[config.mk]
export PLATFORM = sky130hd
export DESIGN_NAME = ysyx_22050039_seq_ctrl_flat
export DESIGN_NICKNAME = d
export VERILOG_FILES = /design/src/rtl/ysyx_22050039_seq_ctrl_if.sv /design/src/rtl/ysyx_22050039_seq_ctrl.sv /design/src/flat_wrapper.sv
export SDC_FILE = /design/constraint.sdc
export NUM_CORES = 1
export LEC_CHECK = 0
export BUFFER_PORTS_ARGS = -buffer_cell sky130_fd_sc_hd__buf_2
export CAP_MARGIN = 20
export CORE_MARGIN = 3
export CORE_UTILIZATION = 31
export DETAILED_ROUTE_END_ITERATION = 12
export PLACE_DENSITY = 0.61
export SETUP_SLACK_MARGIN = 0.4
export SYNTH_ARGS = -nofsm -noshare
export SYNTH_HDL_FRONTEND = slang
export SYNTH_SLANG_ARGS = --single-unit
[constraint.sdc]
create_clock -name clk -period 3 [get_ports clk]
set_input_delay 0 -clock clk [delete_from_list [all_inputs] [get_ports clk]]
set_output_delay 0 -clock clk [all_outputs]
set_load 0.02 [all_outputs]
[src/rtl/ysyx_22050039_seq_ctrl_if.sv]
// Handshake and enable bundle between the sequencing controller and the RV64 datapath.
// master = controller side, slave = datapath side.
interface ysyx_22050039_seq_ctrl_if;
  logic ifu_req;
  logic ifu_ack;
  logic inst_latch;
  logic dec_load;
  logic dec_store;
  logic dec_mdu;
  logic dec_wreg;
  logic dec_wpc;
  logic dec_ebreak;
  logic dec_invalid;
  logic mdu_start;
  logic mdu_done;
  logic lsu_req;
  logic lsu_we;
  logic lsu_ack;
  logic reg_total_wen;
  logic pc_en;
  logic pc_sel;
  logic retire;

  modport master (
    output ifu_req, inst_latch, mdu_start, lsu_req, lsu_we,
           reg_total_wen, pc_en, pc_sel, retire,
    input  ifu_ack, mdu_done, lsu_ack,
           dec_load, dec_store, dec_mdu, dec_wreg, dec_wpc, dec_ebreak, dec_invalid
  );

  modport slave (
    input  ifu_req, inst_latch, mdu_start, lsu_req, lsu_we,
           reg_total_wen, pc_en, pc_sel, retire,
    output ifu_ack, mdu_done, lsu_ack,
           dec_load, dec_store, dec_mdu, dec_wreg, dec_wpc, dec_ebreak, dec_invalid
  );
endinterface

[src/rtl/ysyx_22050039_seq_ctrl.sv]
// Multi-cycle FETCH/DECODE/EXEC/MEM/WB sequencer with per-wait watchdog and
// sticky HALT/ERR terminal states.
module ysyx_22050039_seq_ctrl #(
  parameter int unsigned XLEN = 64,
  parameter int unsigned TO_W = 8
) (
  input  logic                     clk,
  input  logic                     rst,
  ysyx_22050039_seq_ctrl_if.master bus,
  output logic [XLEN-1:0]          instret,
  output logic                     halt,
  output logic                     err,
  output logic [2:0]               state
);

  typedef enum logic [2:0] {
    FETCH  = 3'd0,
    DECODE = 3'd1,
    EXEC   = 3'd2,
    MEM    = 3'd3,
    WB     = 3'd4,
    HALT   = 3'd5,
    ERR    = 3'd6
  } state_t;

  // Last count before the limit: a wait cycle seen here without an ack times out.
  localparam logic [TO_W-1:0] WD_LAST = {{(TO_W-1){1'b1}}, 1'b0};

  state_t          cur, nxt;
  logic [TO_W-1:0] wdog, wdog_d;
  logic            mdu_wait, mdu_wait_d;
  logic            lat_load, lat_store, lat_mdu, lat_wreg, lat_wpc;
  state_t          exec_exit;

  always_ff @(posedge clk) begin
    if (rst) begin
      cur       <= FETCH;
      wdog      <= '0;
      mdu_wait  <= 1'b0;
      lat_load  <= 1'b0;
      lat_store <= 1'b0;
      lat_mdu   <= 1'b0;
      lat_wreg  <= 1'b0;
      lat_wpc   <= 1'b0;
      instret   <= '0;
    end else begin
      cur      <= nxt;
      wdog     <= wdog_d;
      mdu_wait <= mdu_wait_d;
      if (cur == DECODE) begin
        lat_load  <= bus.dec_load;
        lat_store <= bus.dec_store;
        lat_mdu   <= bus.dec_mdu;
        lat_wreg  <= bus.dec_wreg;
        lat_wpc   <= bus.dec_wpc;
      end
      if (cur == WB) begin
        instret <= instret + XLEN'(1);
      end
    end
  end

  always_comb begin
    nxt               = cur;
    wdog_d            = wdog;
    mdu_wait_d        = mdu_wait;
    exec_exit         = (lat_load || lat_store) ? MEM : WB;
    bus.ifu_req       = 1'b0;
    bus.inst_latch    = 1'b0;
    bus.mdu_start     = 1'b0;
    bus.lsu_req       = 1'b0;
    bus.lsu_we        = 1'b0;
    bus.reg_total_wen = 1'b0;
    bus.pc_en         = 1'b0;
    bus.pc_sel        = 1'b0;
    bus.retire        = 1'b0;
    halt              = 1'b0;
    err               = 1'b0;

    case (cur)
      FETCH: begin
        bus.ifu_req = 1'b1;
        if (bus.ifu_ack) begin
          bus.inst_latch = 1'b1;
          nxt            = DECODE;
        end else if (wdog == WD_LAST) begin
          nxt = ERR;
        end else begin
          wdog_d = wdog + TO_W'(1);
        end
      end
      DECODE: begin
        if (bus.dec_invalid)     nxt = ERR;
        else if (bus.dec_ebreak) nxt = HALT;
        else                     nxt = EXEC;
      end
      EXEC: begin
        if (!lat_mdu) begin
          nxt = exec_exit;
        end else if (!mdu_wait) begin
          // Start cycle: mdu_done is not looked at; the wait phase begins with a fresh watchdog.
          bus.mdu_start = 1'b1;
          mdu_wait_d    = 1'b1;
          wdog_d        = '0;
        end else if (bus.mdu_done) begin
          nxt = exec_exit;
        end else if (wdog == WD_LAST) begin
          nxt = ERR;
        end else begin
          wdog_d = wdog + TO_W'(1);
        end
      end
      MEM: begin
        bus.lsu_req = 1'b1;
        bus.lsu_we  = lat_store;
        if (bus.lsu_ack) begin
          nxt = WB;
        end else if (wdog == WD_LAST) begin
          nxt = ERR;
        end else begin
          wdog_d = wdog + TO_W'(1);
        end
      end
      WB: begin
        bus.reg_total_wen = lat_wreg;
        bus.pc_en         = 1'b1;
        bus.pc_sel        = lat_wpc;
        bus.retire        = 1'b1;
        nxt               = FETCH;
      end
      HALT:    halt = 1'b1;
      ERR:     err  = 1'b1;
      default: nxt  = ERR;
    endcase

    // Any state change starts the next wait phase with a cleared watchdog.
    if (nxt != cur) begin
      wdog_d     = '0;
      mdu_wait_d = 1'b0;
    end
  end

  assign state = cur;

endmodule

[src/flat_wrapper.sv]
// flat-port wrapper written by rule: the top's interface ports become plain ports
module ysyx_22050039_seq_ctrl_flat 
#(
  parameter int unsigned XLEN = 64,
  parameter int unsigned TO_W = 8
)
  (clk, rst, instret, halt, err, state, bus_ifu_req, bus_inst_latch, bus_mdu_start, bus_lsu_req, bus_lsu_we, bus_reg_total_wen, bus_pc_en, bus_pc_sel, bus_retire, bus_ifu_ack, bus_mdu_done, bus_lsu_ack, bus_dec_load, bus_dec_store, bus_dec_mdu, bus_dec_wreg, bus_dec_wpc, bus_dec_ebreak, bus_dec_invalid);
  ysyx_22050039_seq_ctrl_if bus_i ();
  input  logic clk;
  input  logic rst;
  output logic [XLEN-1:0] instret;
  output logic halt;
  output logic err;
  output logic [2:0] state;
  output wire logic [$bits(bus_i.ifu_req)-1:0] bus_ifu_req;
  output wire logic [$bits(bus_i.inst_latch)-1:0] bus_inst_latch;
  output wire logic [$bits(bus_i.mdu_start)-1:0] bus_mdu_start;
  output wire logic [$bits(bus_i.lsu_req)-1:0] bus_lsu_req;
  output wire logic [$bits(bus_i.lsu_we)-1:0] bus_lsu_we;
  output wire logic [$bits(bus_i.reg_total_wen)-1:0] bus_reg_total_wen;
  output wire logic [$bits(bus_i.pc_en)-1:0] bus_pc_en;
  output wire logic [$bits(bus_i.pc_sel)-1:0] bus_pc_sel;
  output wire logic [$bits(bus_i.retire)-1:0] bus_retire;
  input wire logic [$bits(bus_i.ifu_ack)-1:0] bus_ifu_ack;
  input wire logic [$bits(bus_i.mdu_done)-1:0] bus_mdu_done;
  input wire logic [$bits(bus_i.lsu_ack)-1:0] bus_lsu_ack;
  input wire logic [$bits(bus_i.dec_load)-1:0] bus_dec_load;
  input wire logic [$bits(bus_i.dec_store)-1:0] bus_dec_store;
  input wire logic [$bits(bus_i.dec_mdu)-1:0] bus_dec_mdu;
  input wire logic [$bits(bus_i.dec_wreg)-1:0] bus_dec_wreg;
  input wire logic [$bits(bus_i.dec_wpc)-1:0] bus_dec_wpc;
  input wire logic [$bits(bus_i.dec_ebreak)-1:0] bus_dec_ebreak;
  input wire logic [$bits(bus_i.dec_invalid)-1:0] bus_dec_invalid;
  assign bus_ifu_req = bus_i.ifu_req;
  assign bus_inst_latch = bus_i.inst_latch;
  assign bus_mdu_start = bus_i.mdu_start;
  assign bus_lsu_req = bus_i.lsu_req;
  assign bus_lsu_we = bus_i.lsu_we;
  assign bus_reg_total_wen = bus_i.reg_total_wen;
  assign bus_pc_en = bus_i.pc_en;
  assign bus_pc_sel = bus_i.pc_sel;
  assign bus_retire = bus_i.retire;
  assign bus_i.ifu_ack = bus_ifu_ack;
  assign bus_i.mdu_done = bus_mdu_done;
  assign bus_i.lsu_ack = bus_lsu_ack;
  assign bus_i.dec_load = bus_dec_load;
  assign bus_i.dec_store = bus_dec_store;
  assign bus_i.dec_mdu = bus_dec_mdu;
  assign bus_i.dec_wreg = bus_dec_wreg;
  assign bus_i.dec_wpc = bus_dec_wpc;
  assign bus_i.dec_ebreak = bus_dec_ebreak;
  assign bus_i.dec_invalid = bus_dec_invalid;
  ysyx_22050039_seq_ctrl #(.XLEN(XLEN), .TO_W(TO_W)) u_core (.clk(clk), .rst(rst), .bus(bus_i), .instret(instret), .halt(halt), .err(err), .state(state));
endmodule
==> impl_metrics.prom, run 1 <==
# TYPE chip_impl_metric gauge
chip_impl_info{name="outcome",value="finished clean"} 1
chip_impl_info{name="cells_traversed_along_the_worst_timing_path",value="or3b_1, nor4_4, buf_4, nand4_2, or3_1, a21oi_1"} 1
chip_impl_metric{name="grt_antenna_before_repair",unit=""} 0
chip_impl_metric{name="avgRoutedWirePerCell",unit="µm"} 14.1
chip_impl_metric{name="synth_edf_count",unit=""} 0
chip_impl_metric{name="worst_slack",unit="ps"} 636
chip_impl_metric{name="num_vias",unit=""} 3914
chip_impl_metric{name="worstSetupPathDepth",unit=""} 6
chip_impl_metric{name="cts_buffer_depth",unit=""} 2
chip_impl_metric{name="synth.yosys.warnings",unit=""} 0
chip_impl_info{name="criticalPathCategory",value="register to register"} 1
chip_impl_info{name="cts_tree",value="yes"} 1
chip_impl_metric{name="timing.clock.skew",unit="ps"} 7.01
chip_impl_metric{name="design.core.area",unit="µm²"} 12300
chip_impl_metric{name="grt_first_pass_wirelength",unit="mm"} 18.2
chip_impl_metric{name="detailedRoute.firstIterationViolations",unit=""} 271
chip_impl_metric{name="chipHeight",unit="µm"} 120
chip_impl_metric{name="simple_gate_share_of_the_synthesized_area",unit=""} 0.320
chip_impl_metric{name="instances_no_fill",unit=""} 757
chip_impl_info{name="timing.critical_path.slowest_stage_cell",value="sky130_fd_sc_hd__nor4_4"} 1
chip_impl_metric{name="final.fill_count",unit=""} 1249
chip_impl_metric{name="timing.final.crit_period",unit="ps"} 2360
chip_impl_metric{name="synth-seq-cells",unit=""} 81
chip_impl_metric{name="cp_slowest_stage_delay",unit="ps"} 540
chip_impl_metric{name="fraction_of_final_layout_cells_with_drive_strength_greater_than_1",unit=""} 0.221
chip_impl_metric{name="cap_viol_max_count",unit=""} 0
chip_impl_info{name="worstSetupEndpoint",value="u_core.instret[35]"} 1
chip_impl_metric{name="synth_compound_area_frac",unit=""} 0.133
chip_impl_metric{name="cts_num_sinks",unit=""} 81
chip_impl_metric{name="fmaxAchievable",unit="MHz"} 423
chip_impl_info{name="regToRegEndpoint",value="u_core.instret[35]"} 1
chip_impl_metric{name="total_leakage_power",unit="nW"} 2.01
chip_impl_metric{name="drt.antenna.violating_nets",unit=""} 0
chip_impl_metric{name="first_global_vias",unit=""} 3740
chip_impl_metric{name="fin_tns_setup",unit="ps"} 0
chip_impl_metric{name="gr-total-overflow",unit=""} 0
chip_impl_metric{name="arrival",unit="ps"} 2630
chip_impl_metric{name="portBuffers",unit=""} 89
chip_impl_metric{name="count_of_cells_along_the_worst_hold_path",unit=""} 4
chip_impl_metric{name="ios",unit=""} 90
chip_impl_info{name="start_kind",value="register"} 1
chip_impl_info{name="end_kind",value="register"} 1
chip_impl_metric{name="route.detailed.drc",unit=""} 0
chip_impl_metric{name="totalWireLength",unit="mm"} 10.7
chip_impl_metric{name="critical_path_buf_inv_count",unit=""} 1
chip_impl_metric{name="fraction_of_the_yosys_area_taken_by_sequential_cells",unit=""} 0.406
chip_impl_metric{name="syn_nets",unit=""} 499
chip_impl_info{name="most_common_cell_after_layout_fill_and_taps_aside",value="sky130_fd_sc_hd__buf_2"} 1
chip_impl_metric{name="worst_slew_margin_relative_to_its_limit",unit=""} 0.464
chip_impl_metric{name="vdd.ir_drop.worst",unit="V"} 0.000218
chip_impl_metric{name="placed_cells_incl_taps",unit=""} 733
chip_impl_metric{name="xor_and_xnor_fraction_of_the_mapped_netlist_area",unit=""} 0.0811
chip_impl_metric{name="h-tree-depth",unit=""} 3
chip_impl_metric{name="mappedNetlistArea",unit="µm²"} 3990
chip_impl_metric{name="tritoncts.num_buffers",unit=""} 9
chip_impl_metric{name="nNetsFinal",unit=""} 599
chip_impl_metric{name="timing.critical_path.fanout_max",unit=""} 7
chip_impl_info{name="postSynth.topFlopCell",value="sky130_fd_sc_hd__dfxtp_1"} 1
chip_impl_metric{name="globalRouteTotalUtil",unit=""} 0.154
chip_impl_metric{name="timing.final.hold_violations",unit=""} 0
chip_impl_info{name="rsz0062_at_grt",value="no"} 1
chip_impl_metric{name="muxShareOfSynthArea",unit=""} 0.0179
chip_impl_info{name="clock-root-buffer",value="sky130_fd_sc_hd__clkbuf_16"} 1
chip_impl_metric{name="ys_async_sr_fraction",unit=""} 0
chip_impl_metric{name="drtPass1Iterations",unit=""} 4
chip_impl_metric{name="dieArea",unit="µm²"} 14300
chip_impl_metric{name="x_dimension_of_the_die",unit="µm"} 120
chip_impl_info{name="synth_top_family_by_area",value="simple AND/OR/NAND/NOR gates"} 1
chip_impl_metric{name="grt_max_degree",unit=""} 47
chip_impl_metric{name="rrSetupSlack",unit="ps"} 640
chip_impl_metric{name="dp.final_hpwl",unit="mm"} 7.81
chip_impl_metric{name="start_util",unit=""} 0.324
chip_impl_metric{name="synthAdderAreaFrac",unit=""} 0.00940
chip_impl_info{name="regToRegStartpoint",value="u_core.state[0]"} 1
chip_impl_metric{name="finalSetupViolCount",unit=""} 0
chip_impl_info{name="cp_top_family",value="simple AND/OR/NAND/NOR gates"} 1
chip_impl_metric{name="timing_max_transition_violations_final",unit=""} 0
chip_impl_metric{name="power.density",unit="nW/µm²"} 500
chip_impl_metric{name="layout-area-overhead-vs-synth",unit="%"} 26.6
chip_impl_metric{name="placement.setup.worst_slack",unit="ps"} 591
chip_impl_metric{name="clk_pin_slew_worst_paths",unit="ps"} 60
chip_impl_metric{name="worst_pin_slew",unit="ps"} 797
chip_impl_metric{name="post_synth_inst_count",unit=""} 484
chip_impl_metric{name="num_antenna_cells",unit=""} 0
chip_impl_metric{name="worstRegToRegCells",unit=""} 6
chip_impl_metric{name="synth_area_per_cell",unit="µm²"} 8.25
chip_impl_metric{name="rd_place_congestion",unit=""} 0.859
chip_impl_metric{name="detail_route.vias_per_cell",unit=""} 5.17
chip_impl_metric{name="critical_path_required",unit="ps"} 3270
chip_impl_metric{name="final.period_utilization",unit=""} 0.788
chip_impl_info{name="critPathLaunch",value="u_core.state[0]"} 1
chip_impl_info{name="layout.cells.most_common_list",value="sky130_fd_sc_hd__buf_2 (89), sky130_fd_sc_hd__dfxtp_1 (81), sky130_fd_sc_hd__nor2_1 (64)"} 1
chip_impl_metric{name="insertion_delay",unit="ps"} 340
chip_impl_metric{name="synth_cell_types",unit=""} 46
chip_impl_metric{name="placementRows",unit=""} 40
chip_impl_info{name="hp-class",value="primary input to register"} 1
synth_stat cells (2+ instances only):
cell type / n / area, µm²
sky130_fd_sc_hd__a211oi_1: 9 / 67.6
sky130_fd_sc_hd__a21o_1: 2 / 15.0
sky130_fd_sc_hd__a21oi_1: 34 / 170
sky130_fd_sc_hd__a31oi_1: 3 / 18.8
sky130_fd_sc_hd__and2_1: 7 / 43.8
sky130_fd_sc_hd__and3_1: 9 / 56.3
sky130_fd_sc_hd__and4_1: 9 / 78.8
sky130_fd_sc_hd__buf_2: 2 / 10.0
sky130_fd_sc_hd__buf_4: 2 / 15.0
sky130_fd_sc_hd__clkbuf_1: 16 / 60.1
sky130_fd_sc_hd__dfxtp_1: 81 / 1620
sky130_fd_sc_hd__ha_1: 3 / 37.5
sky130_fd_sc_hd__inv_1: 9 / 33.8
sky130_fd_sc_hd__mux2i_1: 6 / 60.1
sky130_fd_sc_hd__nand2_1: 36 / 135
sky130_fd_sc_hd__nand2b_1: 3 / 18.8
sky130_fd_sc_hd__nand3_1: 21 / 105
sky130_fd_sc_hd__nand4_1: 29 / 181
sky130_fd_sc_hd__nor2_1: 64 / 240
sky130_fd_sc_hd__nor2b_1: 4 / 25.0
sky130_fd_sc_hd__nor3_1: 8 / 40.0
sky130_fd_sc_hd__nor3b_1: 2 / 15.0
sky130_fd_sc_hd__nor4_1: 4 / 25.0
sky130_fd_sc_hd__nor4_4: 2 / 42.5
sky130_fd_sc_hd__o21ai_0: 29 / 145
sky130_fd_sc_hd__o311ai_0: 2 / 17.5
sky130_fd_sc_hd__o31ai_1: 5 / 37.5
sky130_fd_sc_hd__or2_2: 5 / 31.3
sky130_fd_sc_hd__or3_1: 22 / 138
sky130_fd_sc_hd__or4_1: 5 / 37.5
sky130_fd_sc_hd__xnor2_1: 7 / 61.3
sky130_fd_sc_hd__xor2_1: 30 / 263
stage by stage:
stage               instance area [µm²]  total power, mW  hold slack, ps  utilization
global route                       5060             2.62             118        0.411
CTS                                5040             2.55            73.5        0.409
detailed placement                 4650             1.33             258        0.378
floorplan                          3990             1.27             139            -
finish                             5060             2.53            78.3        0.411
global placement                   4650             1.33             234        0.378
worst reg2reg max path, delay by kind of cell (launching register included):
kind	cells	cell delay, ps
compound gates	1	140
buf+inv	1	220
flops	1	310
simple gates	4	1620
power by group:
| group | internal [mW] | leakage (nW) | total [mW] | switching [mW] |
|---|---|---|---|---|
| combinational | 0.0793 | 1.19 | 0.217 | 0.137 |
| sequential | 1.09 | 0.653 | 1.10 | 0.0108 |
| clock | 0.771 | 0.162 | 1.21 | 0.439 |
worst min path at each step:
stage / startpoint / endpoint / slack, ps
6_report: bus_dec_invalid / u_core.state[1] / 80
5_1_grt: bus_dec_invalid / u_core.state[1] / 120
4_1_cts: bus_dec_invalid / u_core.state[1] / 70
3_5_place_dp: bus_dec_wreg / u_core.lat_wreg / 260
3_3_place_gp: bus_dec_wreg / u_core.lat_wreg / 230
2_1_floorplan: bus_dec_mdu / u_core.lat_mdu / 140
sequential cells by signal (all words and copies together), names as in the netlist:
name and cells:
u_core.state 3, u_core.mdu_wait 1, u_core.lat_wpc 1, u_core.lat_store 1, u_core.lat_load 1, u_core.wdog 8
u_core.lat_wreg 1, u_core.lat_mdu 1, u_core.instret 64
area by class of cell:
class                      count  area, µm²  area share
clock buffer                  11        253      0.0500
timing repair buffer         110        618       0.122
tap                          168        210      0.0416
inverter                       9       33.8     0.00668
clock inverter                 5       77.6      0.0153
multi-input combinational    373       2240       0.443
sequential                    81       1620       0.321
cells by family after synthesis:
group / count (synthesis)
adders and majority gates: 3
AOI/OAI and AO/OA: 91
and+or+nand+nor: 235
DFF: 81
muxes: 7
buffers and inverters: 30
xor gates and xnor gates: 37
what timing repair did:
item                       CTS  global route
gates resized for setup      0             0
hold endpoints to repair     6             0
setup endpoints to repair    0             7
setup buffers                0             2
hold buffers                 6             0
routing by layer:
layer	global-route usage	wire length, µm	part of all wire	vias to the layer above
li1	-	-	-	1952
met1	0.199	4910	0.46	1862
met2	0.248	4990	0.47	84
met3	0.0386	592	0.055	16
met4	0.0608	219	0.020	0
met5	0	0	0	-
No activity file was read; power rests on OpenSTA's default activity.
==> run 2, diff against run 1 <==
==> constraint.sdc (replaced) <==
create_clock -name clk -period 2.33 [get_ports clk]
set_input_delay 0 -clock clk [delete_from_list [all_inputs] [get_ports clk]]
set_output_delay 0 -clock clk [all_outputs]
set_load 0.02 [all_outputs]
==> run 2 against run 1 <==
  * Core utilization is 4.6 points higher
  * Sequential share of layout area is 2.6 points lower
  * Wire length is 10% higher
  * Non-clock buffer count is 37 higher
  * Critical path type unchanged
  * Critical endpoint is now u_core.instret[55]
==> impl_metrics.prom, run 2 (synthesized netlist as in run 1, its figures left out) <==
# TYPE chip_impl_metric gauge
chip_impl_metric{name="detail_route.vias_per_cell",unit=""} 5.16
chip_impl_metric{name="grt_max_degree",unit=""} 32
chip_impl_metric{name="chipHeight",unit="µm"} 120
chip_impl_metric{name="avgRoutedWirePerCell",unit="µm"} 14.8
chip_impl_metric{name="fin_tns_setup",unit="ps"} 0
chip_impl_metric{name="drt.antenna.violating_nets",unit=""} 0
chip_impl_info{name="cts_tree",value="yes"} 1
chip_impl_metric{name="timing.critical_path.fanout_max",unit=""} 4
chip_impl_metric{name="first_global_vias",unit=""} 3821
chip_impl_metric{name="combinational_group_share_of_total_power",unit=""} 0.099
chip_impl_metric{name="start_util",unit=""} 0.324
chip_impl_metric{name="cell_internal_pwr",unit="mW"} 2.50
chip_impl_metric{name="postLayoutCoreUtil",unit=""} 0.457
chip_impl_metric{name="ff_latch_area",unit="µm²"} 1660
chip_impl_metric{name="num_antenna_cells",unit=""} 0
chip_impl_metric{name="cts_num_sinks",unit=""} 81
chip_impl_metric{name="placementRows",unit=""} 40
chip_impl_metric{name="nNetsFinal",unit=""} 638
chip_impl_metric{name="worst_pin_slew",unit="ps"} 661
chip_impl_metric{name="ios",unit=""} 90
chip_impl_info{name="most_common_cell_after_layout_fill_and_taps_aside",value="sky130_fd_sc_hd__buf_2"} 1
chip_impl_metric{name="power_share_of_the_sequential_group",unit=""} 0.434
chip_impl_metric{name="cap_viol_max_count",unit=""} 0
chip_impl_metric{name="insertion_delay",unit="ps"} 340
chip_impl_info{name="hp-class",value="primary input to register"} 1
chip_impl_metric{name="arrival",unit="ps"} 2210
chip_impl_metric{name="grt_first_pass_wirelength",unit="mm"} 18.9
chip_impl_metric{name="total_leakage_power",unit="nW"} 2.29
chip_impl_metric{name="timing.clock.skew",unit="ps"} 5.37
chip_impl_metric{name="h-tree-depth",unit=""} 3
chip_impl_info{name="registers.top_by_ff_count",value="u_core.instret"} 1
chip_impl_metric{name="layout-area-overhead-vs-synth",unit="%"} 40.9
chip_impl_metric{name="portBuffers",unit=""} 89
chip_impl_metric{name="worst_slew_margin_relative_to_its_limit",unit=""} 0.557
chip_impl_metric{name="final.period_utilization",unit=""} 0.838
chip_impl_metric{name="route.detailed.drc",unit=""} 0
chip_impl_metric{name="power",unit="mW"} 3.27
chip_impl_metric{name="timing.final.hold_violations",unit=""} 0
chip_impl_metric{name="holdWs",unit="ps"} 82.9
chip_impl_metric{name="timing.final.crit_period",unit="ps"} 1950
chip_impl_metric{name="switching_share",unit=""} 0.234
chip_impl_metric{name="x_dimension_of_the_die",unit="µm"} 120
chip_impl_info{name="outcome",value="finished clean"} 1
chip_impl_metric{name="totalWireLength",unit="mm"} 11.8
chip_impl_metric{name="vdd.ir_drop.worst",unit="V"} 0.000317
chip_impl_metric{name="power.density",unit="nW/µm²"} 581
chip_impl_metric{name="switchingPower",unit="mW"} 0.765
chip_impl_metric{name="cts_buffer_depth",unit=""} 2
chip_impl_metric{name="timing_max_transition_violations_final",unit=""} 0
chip_impl_metric{name="dieArea",unit="µm²"} 14300
chip_impl_metric{name="fraction_of_final_layout_cells_with_drive_strength_greater_than_1",unit=""} 0.350
chip_impl_info{name="criticalPathCategory",value="register to register"} 1
chip_impl_metric{name="design.core.area",unit="µm²"} 12300
chip_impl_metric{name="detailedRoute.firstIterationViolations",unit=""} 209
chip_impl_metric{name="final.fill_count",unit=""} 1218
chip_impl_metric{name="dp.final_hpwl",unit="mm"} 7.93
chip_impl_info{name="rsz0062_at_grt",value="yes"} 1
chip_impl_metric{name="tritoncts.num_buffers",unit=""} 9
chip_impl_metric{name="rrSetupSlack",unit="ps"} 380
chip_impl_metric{name="power.clock.fraction",unit=""} 0.467
chip_impl_metric{name="drtPass1Iterations",unit=""} 4
chip_impl_metric{name="largest_register_ffs",unit=""} 64
chip_impl_info{name="end_kind",value="register"} 1
chip_impl_metric{name="critical_path_required",unit="ps"} 2590
chip_impl_metric{name="grt_antenna_before_repair",unit=""} 0
chip_impl_metric{name="clk_pin_slew_worst_paths",unit="ps"} 60
chip_impl_metric{name="rd_place_congestion",unit=""} 0.817
chip_impl_info{name="start_kind",value="register"} 1
chip_impl_metric{name="finalSetupViolCount",unit=""} 0
chip_impl_info{name="layout.cells.most_common_list",value="sky130_fd_sc_hd__buf_2 (90), sky130_fd_sc_hd__nor2_1 (63), sky130_fd_sc_hd__dfxtp_1 (62)"} 1
chip_impl_metric{name="fmaxAchievable",unit="MHz"} 512
chip_impl_metric{name="multi_input_area",unit="µm²"} 2470
chip_impl_metric{name="globalRouteTotalUtil",unit=""} 0.162
chip_impl_metric{name="gr-total-overflow",unit=""} 0
chip_impl_info{name="clock-root-buffer",value="sky130_fd_sc_hd__clkbuf_16"} 1
chip_impl_metric{name="num_vias",unit=""} 4107
-- run 2: timing repair --
item / in CTS / in global routing
buffers inserted: 13 / 15
gates cloned: 2 / 2
hold endpoints to repair: 6 / 0
hold buffers: 6 / 0
endpoints found under the setup margin: 34 / 37
resized for setup: 16 / 51
pin swaps: 11 / 26
-- run 2: per-layer routing --
layer | up-vias | routed length (µm) | track usage
li1 | 2030 | - | -
met3 | 9 | 549 | 0.0424
met5 | - | 0 | 0
met1 | 1974 | 5120 | 0.196
met4 | 0 | 138 | 0.0515
met2 | 94 | 5970 | 0.279
-- run 2: critical path, cell delays in order (launching register included) --
cell,delay [ps]
sky130_fd_sc_hd__dfxtp_4,350
sky130_fd_sc_hd__or3b_4,410
sky130_fd_sc_hd__nor4_4,170
sky130_fd_sc_hd__buf_4,170
sky130_fd_sc_hd__buf_4,110
sky130_fd_sc_hd__nand4_2,150
sky130_fd_sc_hd__or3_1,350
sky130_fd_sc_hd__a21oi_1,170
-- run 2: layout make-up --
class	instances	area share
Clock buffer	15	0.0529
Clock inverter	1	0.00534
Inverter	9	0.00601
Multi-Input combinational cell	375	0.440
Sequential cell	81	0.295
Tap cell	168	0.0374
Timing Repair Buffer	147	0.164
-- run 2: power groups by stage --
stage               Clock, mW  Combinational [mW]  Sequential (mW)
finish                   1.53               0.322             1.42
global route             1.64               0.350             1.42
CTS                      1.56               0.313             1.42
detailed placement          0               0.277             1.45
global placement            0               0.271             1.45
floorplan                   0               0.193             1.46
-- run 2: final timing paths --
| check | start | to | cells after the start |
|---|---|---|---|
| max reg2reg | u_core.state[2] | u_core.instret[55] | 7 |
| min reg2reg | u_core.instret[63] | u_core.instret[63] | 2 |
| max | u_core.state[2] | u_core.instret[55] | 7 |
| min | bus_dec_invalid | u_core.state[1] | 4 |
-- run 2: metrics by stage --
stage          worst slack (ps)  area (µm²)  cells
2_1_floorplan               115        4080    484
3_3_place_gp                233        4780    742
3_5_place_dp                188        4780    742
4_1_cts                     296        5370    779
5_1_grt                     205        5630    796
6_report                    378        5630    796
